===== config.mk =====
export PLATFORM = sky130hd
export DESIGN_NAME = instr_fetch_unit
export DESIGN_NICKNAME = d
export VERILOG_FILES = /design/src/rtl/instr_fetch_unit_pkg.sv /design/src/rtl/instr_fetch_unit_fifo.sv /design/src/rtl/instr_fetch_unit.sv
export SDC_FILE = /design/constraint.sdc
export NUM_CORES = 1
export LEC_CHECK = 0
export CAP_MARGIN = 10
export CORE_MARGIN = 4
export CORE_UTILIZATION = 55
export DETAILED_ROUTE_END_ITERATION = 10
export DONT_BUFFER_PORTS = 1
export GPL_ROUTABILITY_DRIVEN = 0
export PLACE_DENSITY = 0.7
export SLEW_MARGIN = 20
export SYNTH_ARGS = -nofsm -noshare
export SYNTH_HDL_FRONTEND = slang
export SYNTH_SLANG_ARGS = --single-unit

===== constraint.sdc =====
create_clock -name clk -period 3.74 [get_ports clk]
set_input_delay 0.374 -clock clk [delete_from_list [all_inputs] [get_ports clk]]
set_output_delay 0.374 -clock clk [all_outputs]
set_load 0.01 [all_outputs]

===== src/rtl/instr_fetch_unit_pkg.sv =====
// Shared datapath definitions: opcode encodings and the fetch FSM state type.
package instr_fetch_unit_pkg;

  localparam int unsigned OPCODE_W = 6;

  typedef enum logic [OPCODE_W-1:0] {
    OP_NOP = 6'd0,
    OP_ADD = 6'd1,
    OP_SUB = 6'd2,
    OP_AND = 6'd3,
    OP_OR  = 6'd4,
    OP_SLT = 6'd5,
    OP_LW  = 6'd6,
    OP_SW  = 6'd7,
    OP_JMP = 6'd8,
    OP_BEQ = 6'd9,
    OP_BNE = 6'd10
  } opcode_e;

  typedef enum logic {
    ST_BOOT = 1'b0,
    ST_RUN  = 1'b1
  } fetch_state_e;

endpackage


===== src/rtl/instr_fetch_unit_fifo.sv =====
// Synchronous FIFO for fetched {pc, instr} entries; flush wins over push/pop.
module ifu_fifo #(
  parameter int unsigned WIDTH = 64,
  parameter int unsigned DEPTH = 4
) (
  input  logic                     clk,
  input  logic                     rst_n,
  input  logic                     push,
  input  logic [WIDTH-1:0]         push_data,
  input  logic                     pop,
  input  logic                     flush,
  output logic [$clog2(DEPTH):0]   count,
  output logic [WIDTH-1:0]         head
);

  localparam int unsigned PTR_W = $clog2(DEPTH);
  localparam int unsigned CNT_W = PTR_W + 1;

  logic [WIDTH-1:0] mem_q [DEPTH];
  logic [WIDTH-1:0] mem_d [DEPTH];
  logic [PTR_W-1:0] wr_ptr_q, wr_ptr_d;
  logic [PTR_W-1:0] rd_ptr_q, rd_ptr_d;
  logic [CNT_W-1:0] count_q, count_d;

  // Pointers wrap naturally because DEPTH is a power of two.
  always_comb begin
    mem_d    = mem_q;
    wr_ptr_d = wr_ptr_q;
    rd_ptr_d = rd_ptr_q;
    count_d  = count_q;
    if (flush) begin
      wr_ptr_d = '0;
      rd_ptr_d = '0;
      count_d  = '0;
    end else begin
      if (push) begin
        mem_d[wr_ptr_q] = push_data;
        wr_ptr_d        = wr_ptr_q + PTR_W'(1);
      end
      if (pop) begin
        rd_ptr_d = rd_ptr_q + PTR_W'(1);
      end
      case ({push, pop})
        2'b10:   count_d = count_q + CNT_W'(1);
        2'b01:   count_d = count_q - CNT_W'(1);
        default: count_d = count_q;
      endcase
    end
  end

  always_ff @(posedge clk or negedge rst_n) begin
    if (!rst_n) begin
      mem_q    <= '{default: '0};
      wr_ptr_q <= '0;
      rd_ptr_q <= '0;
      count_q  <= '0;
    end else begin
      mem_q    <= mem_d;
      wr_ptr_q <= wr_ptr_d;
      rd_ptr_q <= rd_ptr_d;
      count_q  <= count_d;
    end
  end

  assign count = count_q;
  assign head  = mem_q[rd_ptr_q];

endmodule


===== src/rtl/instr_fetch_unit.sv =====
// Instruction fetch: PC ownership, credit-limited imem requests, decode buffer, redirects.
// Build option IFU_NOP_DROP_EN: returning opcode-0 words are dropped instead of buffered.
module instr_fetch_unit
  import instr_fetch_unit_pkg::*;
#(
  parameter int unsigned       ADDR_W     = 32,
  parameter int unsigned       INSTR_W    = 32,
  parameter int unsigned       FIFO_DEPTH = 4,
  parameter logic [ADDR_W-1:0] RESET_PC   = '0
) (
  input  logic                clk,
  input  logic                rst_n,
  output logic                imem_rd_en,
  output logic [ADDR_W-1:0]   imem_addr,
  input  logic [INSTR_W-1:0]  imem_rdata,
  output logic                id_valid,
  input  logic                id_ready,
  output logic [INSTR_W-1:0]  id_instr,
  output logic [ADDR_W-1:0]   id_pc,
  output logic [OPCODE_W-1:0] id_opcode,
  input  logic                redirect_valid,
  input  logic [ADDR_W-1:0]   redirect_pc
);

  localparam int unsigned ENTRY_W = ADDR_W + INSTR_W;
  localparam int unsigned CNT_W   = $clog2(FIFO_DEPTH) + 1;
  localparam int unsigned SUM_W   = CNT_W + 1;

  fetch_state_e        state_q, state_d;
  logic [ADDR_W-1:0]   pc_q, pc_d;
  logic [ADDR_W-1:0]   issue_pc_q, issue_pc_d;
  logic                inflight_q, inflight_d;
  logic [CNT_W-1:0]    fifo_count;
  logic [ENTRY_W-1:0]  fifo_head;
  logic                credit_ok_c;
  logic                keep_word_c;
  logic                push_c;
  logic                pop_c;

`ifdef IFU_NOP_DROP_EN
  assign keep_word_c = imem_rdata[INSTR_W-1 -: OPCODE_W] != OPCODE_W'(OP_NOP);
`else
  assign keep_word_c = 1'b1;
`endif

  // Credit uses registered occupancy only; a pop this cycle frees nothing until next cycle.
  assign credit_ok_c = (SUM_W'(fifo_count) + SUM_W'(inflight_q)) < SUM_W'(FIFO_DEPTH);

  always_comb begin
    state_d    = state_q;
    pc_d       = pc_q;
    issue_pc_d = issue_pc_q;
    imem_rd_en = 1'b0;
    inflight_d = 1'b0;
    push_c     = 1'b0;
    pop_c      = 1'b0;

    case (state_q)
      ST_BOOT: state_d = ST_RUN;
      ST_RUN: begin
        state_d    = ST_RUN;
        imem_rd_en = !redirect_valid && credit_ok_c;
      end
    endcase

    if (redirect_valid) begin
      pc_d = redirect_pc;
    end else if (imem_rd_en) begin
      pc_d       = pc_q + ADDR_W'(4);
      issue_pc_d = pc_q;
    end

    inflight_d = imem_rd_en;
    // A redirect squashes the returning word and voids any pop in the same cycle.
    push_c     = inflight_q && !redirect_valid && keep_word_c;
    pop_c      = id_valid && id_ready && !redirect_valid;
  end

  always_ff @(posedge clk or negedge rst_n) begin
    if (!rst_n) begin
      state_q    <= ST_BOOT;
      pc_q       <= RESET_PC;
      issue_pc_q <= '0;
      inflight_q <= 1'b0;
    end else begin
      state_q    <= state_d;
      pc_q       <= pc_d;
      issue_pc_q <= issue_pc_d;
      inflight_q <= inflight_d;
    end
  end

  ifu_fifo #(
    .WIDTH (ENTRY_W),
    .DEPTH (FIFO_DEPTH)
  ) u_fifo (
    .clk       (clk),
    .rst_n     (rst_n),
    .push      (push_c),
    .push_data ({issue_pc_q, imem_rdata}),
    .pop       (pop_c),
    .flush     (redirect_valid),
    .count     (fifo_count),
    .head      (fifo_head)
  );

  assign imem_addr = pc_q;
  assign id_valid  = fifo_count != '0;
  assign id_instr  = fifo_head[INSTR_W-1:0];
  assign id_pc     = fifo_head[ENTRY_W-1:INSTR_W];
  assign id_opcode = fifo_head[INSTR_W-1 -: OPCODE_W];

endmodule

==> flow_summary.toml, run 1 <==
[floorplanning]
start_util_pct = 56.0
coreArea_um2 = 26100
dieArea_um2 = 29200
ios = 172
die_x_um = 171
die_h_um = 171
rows = 59

[clock_tree]
cts.sinks = 329
cts_setup_buffers = 0
numCtsBuffers = 36
cts_tree = "built"
clk_pin_slew_ns = 0.06
clock_latency_ns = 0.50
h-tree-depth = 2
cts_buffer_depth = 3
post_cts_resized = 0
cts_root_buf = "clkbuf_16"

[setup_path]
r2r-end = "u_fifo.mem_q[95]"
cp_data_arrival_time_ns = 2.20
cp_num_buf_inv = 0
crit_fanout = 65
r2r_cells = 4
critical_path_class = "reg -> out"
endpoint_kind = "output pin"
crit_chain = "mux4_2"
cpPeakStageDelay_ns = 1.14
cp_data_required_time_ns = 3.37
crit_slowest_cell = "dfrtp_4"
r2r-start = "inflight_q"
startpoint_type = "flop"
ff2ff_setup_slack_ns = 1.29
critPathTopFamily = "flip-flops"

[job]
maxCapViolations = 0

[synth]
synth.distinct_cells = 55
syn_area_um2 = 14600
yosysSeqAreaShare_pct = 56.5
synthTopCellsByArea = "dfrtp_1 (56%), mux2_2 (20%), mux4_2 (9.9%)"
synth_edf_count = 0
ys_warn_count = 0
yosysTopAreaCellShare_pct = 56.5
ys.flop_type = "dfrtp_1"
synth_nets = 1100
synth_largest_area_cell = "dfrtp_1"
syn_inst = 1026
async_flop_share_pct = 100
postSynthAreaPerCell_um2 = 14.2
ys_ff_latch = 329

[finish]
area_delta_synth_final_pct = 12.9
register_area_um2 = 8240
multi_input_area_um2 = 6010
fill_cells = 1940
diodes = 0
drive_above_1_share_pct = 38.4
most-common-layout-cells = "dfrtp_1 (327), mux2_2 (258), nand2_1 (128)"
fin_util_pct = 63.2
layout_commonest_cell = "dfrtp_1"
nets = 1119

[sta]
fin_setup_tns_ns = 0
grt_setup_unrepaired = "false"
hold_violations = 329
tightest_slew_ns = 1.35
finalCritPeriodShare_pct = 68.8
whs_ns = -0.420
timing.fmax_ghz = 0.389
setup_viol = 0
period_needed_ns = 2.57
relSlewSlack_pct = 10.2
skew_ns = 0.0118
final_max_slew_viol_count = 0

[routing]
antenna_left = 0
routed_wl_um = 32500
vias = 8700
viasPerCell = 6.20
dr.pass1.iters = 5
drc = 0
first_iter_violations = 620
wire_per_inst_um = 23.2

[grt]
met3_usage_pct = 5.87
grt_first_pass_wirelength_um = 51900
grt_pass1_vias = 9264
antenna_found_initial = 0
grt_usage_pct = 22.5
grt_max_degree = 330
grt_use_met2_pct = 36.8
grt_util_met1_pct = 30.4
busiest_layer = "met2"
grt_overflow_total = 0

[hold_path]
worstHoldPathType = "in -> async"

[pwr]
p_per_area_nw_per_um2 = 744
p_leak_nw = 7.65
ir_worst_vdd_mv = 0.559

[outcome]
violations = "hold timing"
status = "finished, violations left"

[place]
io_buffers = 0
place_hpwl_um = 19000
## power by group
| group | switching (mW) | internal [mW] | leakage, nW |
|---|---|---|---|
| logic | 1.39 | 1.67 | 2.74 |
| clock network | 1.38 | 2.34 | 0.626 |
| registers | 0.857 | 4.62 | 4.29 |
| total | 3.62 | 8.63 | 7.65 |
## synthesized netlist by cell type, types with 5 or more instances
cell type / number
dfrtp_1: 329
mux2_2: 258
nand2_1: 128
mux4_2: 64
buf_2: 36
nand3_1: 22
nor2_1: 20
o21ai_0: 16
buf_1: 12
clkbuf_1: 10
nand4_1: 10
buf_4: 9
o311ai_0: 8
nor3_1: 7
o211ai_1: 7
a22oi_1: 6
a21oi_1: 5
a221o_1: 5
and3_1: 5
ha_1: 5
## metrics by stage
step | instances | hold slack [ns] | worst slack, ns | power, mW | area [um^2]
after detailed placement | 1302 | 0.0905 | 1.26 | 8.60 | 14800
after global routing | 1404 | -0.454 | 1.08 | 12.9 | 16500
after floorplan | 1026 | 0.0784 | 1.59 | 7.87 | 14600
final | 1404 | -0.420 | 1.17 | 12.2 | 16500
after CTS | 1400 | -0.446 | 1.14 | 12.4 | 16400
after global placement | 1302 | 0.0895 | 1.33 | 8.47 | 14800
## routing by layer
metal | routed length, um | vias to the layer above | part of all wire [%]
met3 | 2590 | 51 | 8.0
met5 | 0 | - | 0
li1 | - | 3787 | -
met4 | 704 | 0 | 2.2
met1 | 13600 | 4558 | 42
met2 | 15700 | 304 | 48
## flip-flops by register name, summed over array words and instances, names as in the netlist
register / flops
imem_addr: 32
inflight_q: 1
issue_pc_q: 32
state_q: 1
u_fifo.count: 3
u_fifo.mem_q: 256
u_fifo.rd_ptr_q: 2
u_fifo.wr_ptr_q: 2
## what timing repair did
| item | in CTS | in global routing |
|---|---|---|
| setup endpoints to repair | 0 | 0 |
| endpoints found under the hold margin | 387 | 334 |
| hold buffers | 36 | 4 |
## kinds of logic (layout without fill, tap and decap cells)
kind of cell,count (synthesis),in the layout,synth area share [%]
buffers and inverters,76,119,2.52
multiplexers,325,325,30.0
AO/OA/AOI/OAI,62,62,3.05
adder cells (fa/ha/maj),6,6,0.566
other,1,1,0.0257
AND/OR/NAND/NOR,220,220,6.94
flip-flops,329,329,56.5
XOR/XNOR,7,7,0.420
## final cells by class
| class | instances | share of cell area [%] |
|---|---|---|
| clock buffer | 50 | 6.53 |
| clock inverter | 12 | 1.14 |
| inverter | 6 | 0.137 |
| multi-input combinational | 621 | 36.5 |
| sequential | 329 | 50.1 |
| tap | 335 | 2.55 |
| timing repair buffer | 51 | 3.09 |
## how the worst max path moves through the flow
stage,start,endpoint,cells past startpoint
4_1_cts,u_fifo.rd_ptr_q[1],id_instr[29],1
5_1_grt,u_fifo.rd_ptr_q[0],id_pc[15],2
2_1_floorplan,u_fifo.count[0],u_fifo.count[2],7
3_5_place_dp,inflight_q,u_fifo.mem_q[65],4
3_3_place_gp,inflight_q,u_fifo.mem_q[113],4
6_report,u_fifo.rd_ptr_q[1],id_instr[29],1
No activity file was read; power rests on OpenSTA's default activity.
==> run 2, diff against run 1 <==
--- a/config.mk
+++ b/config.mk
@@ -11,7 +11,7 @@
 export DETAILED_ROUTE_END_ITERATION = 10
 export DONT_BUFFER_PORTS = 1
 export GPL_ROUTABILITY_DRIVEN = 0
-export PLACE_DENSITY = 0.7
+export PLACE_DENSITY = 0.73
 export SLEW_MARGIN = 20
 export SYNTH_ARGS = -nofsm -noshare
 export SYNTH_HDL_FRONTEND = slang
==> constraint.sdc (replaced) <==
create_clock -name clk -period 2.1 [get_ports clk]
set_input_delay 0.21 -clock clk [delete_from_list [all_inputs] [get_ports clk]]
set_output_delay 0.21 -clock clk [all_outputs]
set_load 0.01 [all_outputs]
==> flow_summary.toml, run 2 (synthesis gave the netlist of run 1 again) <==
[sta]
period_needed_ns = 2.05
finalCritPeriodShare_pct = 97.8
fin_ws_ns = 0.0466
setup_viol = 0
fin_setup_tns_ns = 0
tightest_slew_ns = 0.745
whs_ns = -0.594
timing.fmax_ghz = 0.487
hold_violations = 329
relSlewSlack_pct = 50.2
final_max_slew_viol_count = 0
skew_ns = 0.0152
grt_setup_unrepaired = "true"

[routing]
vias = 8844
first_iter_violations = 631
drc = 0
wire_per_inst_um = 22.5
routed_wl_um = 33100
dr.pass1.iters = 5
antenna_left = 0
viasPerCell = 6.02

[grt]
grt_max_degree = 330
grt_first_pass_wirelength_um = 52700
grt_overflow_total = 0
grt_pass1_vias = 9382
antenna_found_initial = 1
grt_usage_pct = 22.8

[setup_path]
r2r-start = "imem_addr[5]"
cpPeakStageDelay_ns = 0.63
crit_chain = "buf_16 > mux4_2"
critical_path_class = "reg -> out"
crit_slowest_cell = "mux4_2"
endpoint_kind = "output pin"
cp_data_required_time_ns = 1.89
cp-startpoint = "u_fifo.rd_ptr_q[0]"
crit_fanout = 25
startpoint_type = "flop"
cp_data_arrival_time_ns = 1.84

[floorplanning]
ios = 172
coreArea_um2 = 26100
die_h_um = 171
dieArea_um2 = 29200
rows = 59
die_x_um = 171
start_util_pct = 56.0

[place]
dp_slack_ns = 0.137
io_buffers = 0
place_hpwl_um = 19900
dp.cells = 1339

[finish]
largest-register = "u_fifo.mem_q"
drive_above_1_share_pct = 39.3
area_delta_synth_final_pct = 16.9
layout_commonest_cell = "dfrtp_1"
most-common-layout-cells = "dfrtp_1 (327), mux2_2 (258), nand2_1 (128)"
fill_cells = 1881
largest_reg_flops = 256
fin_cells = 1469
nets = 1184

[pwr]
total_power_mw = 21.6
ir_worst_vdd_mv = 0.919
p_per_area_nw_per_um2 = 1270
p_leak_nw = 7.95

[clock_tree]
cts_root_buf = "clkbuf_16"
cts_buffer_depth = 3
clk_pin_slew_ns = 0.06
cts_setup_buffers = 0
clock_latency_ns = 0.51
cts_tree = "built"
numCtsBuffers = 36
h-tree-depth = 2
cts.sinks = 329

[outcome]
violations = "hold timing"
status = "finished, violations left"

[job]
maxCapViolations = 0

[hold_path]
worstHoldPathType = "in -> async"
## run 2: timing repair
action                                 in CTS  in global routing
setup endpoints to repair                  17                 38
hold buffers                               67                  1
endpoints found under the hold margin     496                330
resized for setup                           2                  6
pin swaps                                   0                  2
## run 2: worst max-delay path, delay by kind of cell, from the launching register on
kind	cells	cell delay [ns]
buffers and inverters	1	0.24
DFF	1	0.47
muxes	1	0.63
## run 2: path summary, 6_finish.rpt
path                            cells after the start                 end  slack [ns]
worst max-delay path                                2        id_opcode[1]        0.05
worst min-delay path                                0    u_fifo.mem_q[75]       -0.59
worst max register to register                      6       imem_addr[25]        0.11
worst min register to register                      1   u_fifo.mem_q[117]        0.50
max in group asynchronous                           0   u_fifo.mem_q[105]        2.15
min in group clk                                    4  u_fifo.rd_ptr_q[0]        0.08
## run 2: report_power, final
group	internal, mW	total (mW)	switching, mW	leakage [nW]
registers	8.23	9.51	1.27	4.29
logic	3.26	6.09	2.83	3.11
clock network	3.55	5.96	2.41	0.546
total	15.0	21.6	6.52	7.95
## run 2: layer usage
metal,up-vias,part of all wire [%],global-route usage [%]
met3,64,7.1,5.52
met1,4570,42,31.3
li1,3917,-,-
met2,293,49,36.9
met4,0,2.3,6.82
met5,-,0,0
## run 2: stage by stage
step / utilization [%] / instance area [um^2]
2_1_floorplan: - / 14600
3_3_place_gp: 58.4 / 15200
3_5_place_dp: 58.4 / 15200
4_1_cts: 65.3 / 17000
5_1_grt: 65.4 / 17000
6_report: 65.4 / 17000
## run 2: cell type report
cell class | instances | area [um^2] | share of cell area, %
clock buffers | 49 | 991 | 5.81
flip-flops and latches | 329 | 8240 | 48.3
clock inverters | 12 | 116 | 0.683
repair buffers | 116 | 1230 | 7.21
multi-input cells | 621 | 6020 | 35.3
inverters | 6 | 22.5 | 0.132
well taps | 335 | 419 | 2.46
diodes | 1 | 2.50 | 0.0147
==> RTL edit 1 (settings of run 1) <==
The option `IFU_NOP_DROP_EN` is turned on by a define.
--- a/src/rtl/instr_fetch_unit.sv
+++ b/src/rtl/instr_fetch_unit.sv
@@ -2,2 +2,4 @@
 // Build option IFU_NOP_DROP_EN: returning opcode-0 words are dropped instead of buffered.
+`define IFU_NOP_DROP_EN
+
 module instr_fetch_unit
Function: changed (Yosys sat finds a counterexample within 4 cycles, from zero or initial values and one cycle with rst_n low).
==> RTL edit 1 against run 1 <==
- the flow still finishes with violations (negative hold slack)
- worst setup slack got worse by 71 ps
- routed wire length is 2.5% lower
- sequential share of layout area increased by 0.20 points
- area after synthesis is 1.9% higher
- cell area down 0.40%
- total power fell by 0.40%
- largest cell class unchanged
- critical path depth rose by 1
- sequential cell count is the same
==> RTL edit 1: results (changes against run 1) <==
\begin{tabular}{lr}
\hline
Metric & Value \\
\hline
\multicolumn{2}{l}{\textbf{Placement}} \\
\quad Dpl cells & 1299 (-0.23\%) \\
\quad Estimated wirelength of the detail-placed design & 19000 um (-0.26\%) \\
\quad Instance area at placement & 15000 um\^{}2 (+1.5\%) \\
\quad Worst slack at placement & 771 ps (-493 ps) \\
\multicolumn{2}{l}{\textbf{Detailed routing}} \\
\quad Starting DRT DRC Count & 528 (-15\%) \\
\quad Vias post-DR & 8327 (-4.3\%) \\
\quad Final WL & 31700 um (-2.5\%) \\
\quad Via-per-instance ratio & 6.05 (-2.4\%) \\
\multicolumn{2}{l}{\textbf{Clock network}} \\
\quad Cts-stage hold buffer count & 11 (-69\%) \\
\multicolumn{2}{l}{\textbf{Power and ir drop}} \\
\quad Max rail drop VDD & 0.448 mV (-20\%) \\
\multicolumn{2}{l}{\textbf{Synth}} \\
\quad Number of different library cells in the post-synthesis netlist & 47 (-15\%) \\
\quad Fraction of synthesized cell area in xor and xnor cells & 0.00413 (-0.0000782) \\
\quad Synthesized instance count & 1018 (-0.78\%) \\
\quad Mux share of post-synthesis cell area & 0.310 (+0.0102) \\
\quad Share of the synthesized area in compound gates (AO/OA/AOI/OAI) & 0.0317 (+0.00112) \\
\multicolumn{2}{l}{\textbf{Setup path}} \\
\quad Arrival time at the worst endpoint & 2270 ps (+70 ps) \\
\quad Stage delay of the slowest cell on the critical path & 750 ps (-390 ps) \\
\quad Critical Path Source & u\_fifo.rd\_ptr\_q[0]\$\_DFFE\_PN0P\_ \\
\quad Crit-path max FO & 33 (-49\%) \\
\quad Worst reg2reg startpoint & imem\_addr[2]\$\_DFFE\_PN0P\_ \\
\multicolumn{2}{l}{\textbf{GRT}} \\
\quad Initial antenna violation count & 2 (+2) \\
\multicolumn{2}{l}{\textbf{Finish}} \\
\quad Layout filler cell count & 1980 (+2.1\%) \\
\multicolumn{2}{l}{\textbf{Status}} \\
\quad Failing checks & negative hold slack \\
\quad Run status & complete, but fails checks \\
\multicolumn{2}{l}{\textbf{STA}} \\
\quad Number of failing hold endpoints at the final stage & 329 (unchanged) \\
\quad Hold slack final & -422 ps (-1.93 ps) \\
\quad Layout Skew & 19.9 ps (+8.14 ps) \\
\hline
\end{tabular}
RTL edit 1: changes by cell type after synthesis, sizes merged, moves of 3 or more:
cell,before,now
nor2,22,19
buf,57,48
clkbuf,13,19
a22oi,6,2
nand3,23,19
nand2,132,127
and2,2,6
a21o,2,6
RTL edit 1: per-layer routing:
metal  global-route usage  routed length [um]
met5                    0                  34
met2                0.343               14900
met4               0.0492                 500
met3               0.0624                2430
met1                0.302               13800
RTL edit 1: per-stage QoR:
| stage | util | hold slack, ps |
|---|---|---|
| 2_1_floorplan | - | 78.4 |
| 3_3_place_gp | 0.570 | 94.1 |
| 3_5_place_dp | 0.570 | 97.7 |
| 4_1_cts | 0.621 | -432 |
| 5_1_grt | 0.622 | -445 |
| 6_report | 0.622 | -422 |
RTL edit 1: path summary, 6_finish.rpt:
path / slack (ps) / depth (start not counted) / end
max in group asynchronous: 3620 / 0 / issue_pc_q[26]$_DFFE_PN0P_
worst min register to register: 500 / 1 / u_fifo.mem_q[120]$_DFFE_PN0P_
worst max register to register: 1280 / 6 / imem_addr[30]$_DFFE_PN0P_
min in group clk: 20 / 2 / imem_addr[30]$_DFFE_PN0P_
worst max-delay path: 1100 / 2 / id_instr[27]
worst min-delay path: -420 / 0 / u_fifo.mem_q[205]$_DFFE_PN0P_
RTL edit 1: cells by family after synthesis:
logic type,after synthesis
flip-flops,329
other,1
XOR/XNOR,7
AO/OA/AOI/OAI,68
buffers and inverters,73
AND/OR/NAND/NOR,208
multiplexers,326
adder cells (fa/ha/maj),6
RTL edit 1: power by group:
group          internal [mW]  leakage [nW]  switching, mW
clock                   2.21         0.603           1.38
combinational           1.81          2.77           1.33
sequential              4.61          4.28          0.864
RTL edit 1: final cells by class:
| type | instances | area, um^2 | area share |
|---|---|---|---|
| clock buffer | 51 | 1080 | 0.0658 |
| clock inverter | 12 | 140 | 0.00855 |
| inverter | 6 | 22.5 | 0.00137 |
| multi-input combinational | 616 | 6180 | 0.377 |
| timing repair buffer | 28 | 310 | 0.0189 |
| tap | 335 | 419 | 0.0256 |
| sequential | 329 | 8240 | 0.503 |
==> RTL edit 2 (flow settings as in run 1) <==
Without the edit above. Make the reset (`rst_n`) synchronous in 2 clocked blocks.
--- a/src/rtl/instr_fetch_unit_fifo.sv
+++ b/src/rtl/instr_fetch_unit_fifo.sv
@@ -50,3 +50,3 @@
 
-  always_ff @(posedge clk or negedge rst_n) begin
+  always_ff @(posedge clk) begin
     if (!rst_n) begin
--- a/src/rtl/instr_fetch_unit.sv
+++ b/src/rtl/instr_fetch_unit.sv
@@ -78,3 +78,3 @@
 
-  always_ff @(posedge clk or negedge rst_n) begin
+  always_ff @(posedge clk) begin
     if (!rst_n) begin
Check against the original RTL: differs if rst_n is asserted again (counterexample within 4 cycles, from zero or initial values and one cycle with rst_n low); with rst_n held inactive, the same outputs for 4 cycles.
==> RTL edit 2 against run 1 <==
- sequential share of layout area fell by 6.9 points
- routed wire length rose by 12%
- first-iteration DRC count rose by 45%
- count of clock-buffer cells in the layout rose by 4
- sequential cell count did not move
- area after synthesis fell by 6.2%
- worst setup slack got worse by 140 ps
- cell area fell by 7.2%
- critical endpoint is now imem_rd_en
Power is not compared: it rests on default switching activity, and its combinational part moved more than twofold at a synthesized area within 25%.
==> RTL edit 2: results (changes against run 1) <==
\begin{tabular}{lr}
\hline
Metric & Value \\
\hline
\multicolumn{2}{l}{\textbf{Synth}} \\
\quad Post-synth ARST share & 0 (-1.00) \\
\quad Library cell occupying the most area in the post-synthesis netlist & sky130\_fd\_sc\_hd\_\_dfxtp\_1 \\
\quad Synthesized instance count & 1633 (+59\%) \\
\quad Commonest cells post-synth & sky130\_fd\_sc\_hd\_\_nand2\_1 (595), sky130\_fd\_sc\_hd\_\_dfxtp\_1 (329), sky130\_fd\_sc\_hd\_\_a21oi\_1 (293) \\
\quad Post-synth top flop & sky130\_fd\_sc\_hd\_\_dfxtp\_1 \\
\multicolumn{2}{l}{\textbf{Setup path}} \\
\quad Endpoint of the most critical register-to-register path & u\_fifo.mem\_q[42]\$\_SDFFE\_PN0P\_ \\
\quad Arrival time at the worst endpoint & 2340 ps (+140 ps) \\
\multicolumn{2}{l}{\textbf{Detailed routing}} \\
\quad Routed wire length on met3 & 2900 um (+12\%) \\
\quad Final WL & 36400 um (+12\%) \\
\quad Met2 wire length & 17200 um (+9.6\%) \\
\quad Starting DRT DRC Count & 900 (+45\%) \\
\multicolumn{2}{l}{\textbf{GRT}} \\
\quad Maximum number of pins on one net before global-route repair & 146 (-56\%) \\
\quad Wire length of the first global-routing pass & 57900 um (+12\%) \\
\multicolumn{2}{l}{\textbf{Finish}} \\
\quad Number of clock buffer instances in the layout & 54 (+8.0\%) \\
\quad Number of non-clock inverters in the layout & 12 (+6) \\
\quad Signal buffers share of area & 0.0339 (+0.00307) \\
\quad Total area of sequential cells & 6590 um\^{}2 (-20\%) \\
\quad Area fraction of clock buffers and clock inverters & 0.0764 (-0.000320) \\
\quad Fraction of area in registers & 0.432 (-0.0687) \\
\multicolumn{2}{l}{\textbf{STA}} \\
\quad Hold slack final & 9.21 ps (+430 ps) \\
\multicolumn{2}{l}{\textbf{Placement}} \\
\quad Worst slack at placement & 1370 ps (+103 ps) \\
\quad Dpl cells & 1842 (+41\%) \\
\quad Estimated wirelength of the detail-placed design & 21200 um (+11\%) \\
\quad Instance area at placement & 13800 um\^{}2 (-7.0\%) \\
\multicolumn{2}{l}{\textbf{Status}} \\
\quad Run status & complete, no violations \\
\multicolumn{2}{l}{\textbf{Clock network}} \\
\quad Cts-stage hold buffer count & 33 (-8.3\%) \\
\hline
\end{tabular}
[RTL edit 2: cell count changes after synthesis, moves of 9 or more]
cell,change
sky130_fd_sc_hd__a21oi_1,+288
sky130_fd_sc_hd__a311oi_1,+9
sky130_fd_sc_hd__buf_2,-31
sky130_fd_sc_hd__clkbuf_1,+94
sky130_fd_sc_hd__dfrtp_1,-329
sky130_fd_sc_hd__dfxtp_1,+329
sky130_fd_sc_hd__mux2_2,-258
sky130_fd_sc_hd__nand2_1,+467
sky130_fd_sc_hd__o21ai_0,+9
[RTL edit 2: critical path: stages, from the launching register on]
cell	delay (ps)
sky130_fd_sc_hd__dfxtp_1	330
sky130_fd_sc_hd__nor2b_1	420
sky130_fd_sc_hd__nand3_1	570
sky130_fd_sc_hd__inv_1	160
sky130_fd_sc_hd__buf_4	340
[RTL edit 2: how the worst max path moves through the flow]
stage                                    start                             to  slack [ps]  cells after the start
2_1_floorplan  u_fifo.rd_ptr_q[0]$_SDFFE_PP0P_                   id_opcode[0]        1520                      4
3_3_place_gp             inflight_q$_SDFF_PN0_  u_fifo.mem_q[43]$_SDFFE_PN0P_        1450                      5
3_5_place_dp             inflight_q$_SDFF_PN0_  u_fifo.mem_q[42]$_SDFFE_PN0P_        1370                      5
4_1_cts                        state_q$_DFF_P_                     imem_rd_en        1000                      4
5_1_grt                        state_q$_DFF_P_                     imem_rd_en         780                      4
6_report                       state_q$_DFF_P_                     imem_rd_en        1030                      4
[RTL edit 2: logic make-up after synthesis]
family / count (synthesis) / synth area share
DFF: 329 / 0.482
buffers and inverters: 144 / 0.0417
adders and majority gates: 7 / 0.00695
and+or+nand+nor: 718 / 0.216
xor gates and xnor gates: 10 / 0.00641
AOI/OAI and AO/OA: 358 / 0.139
muxes: 67 / 0.108
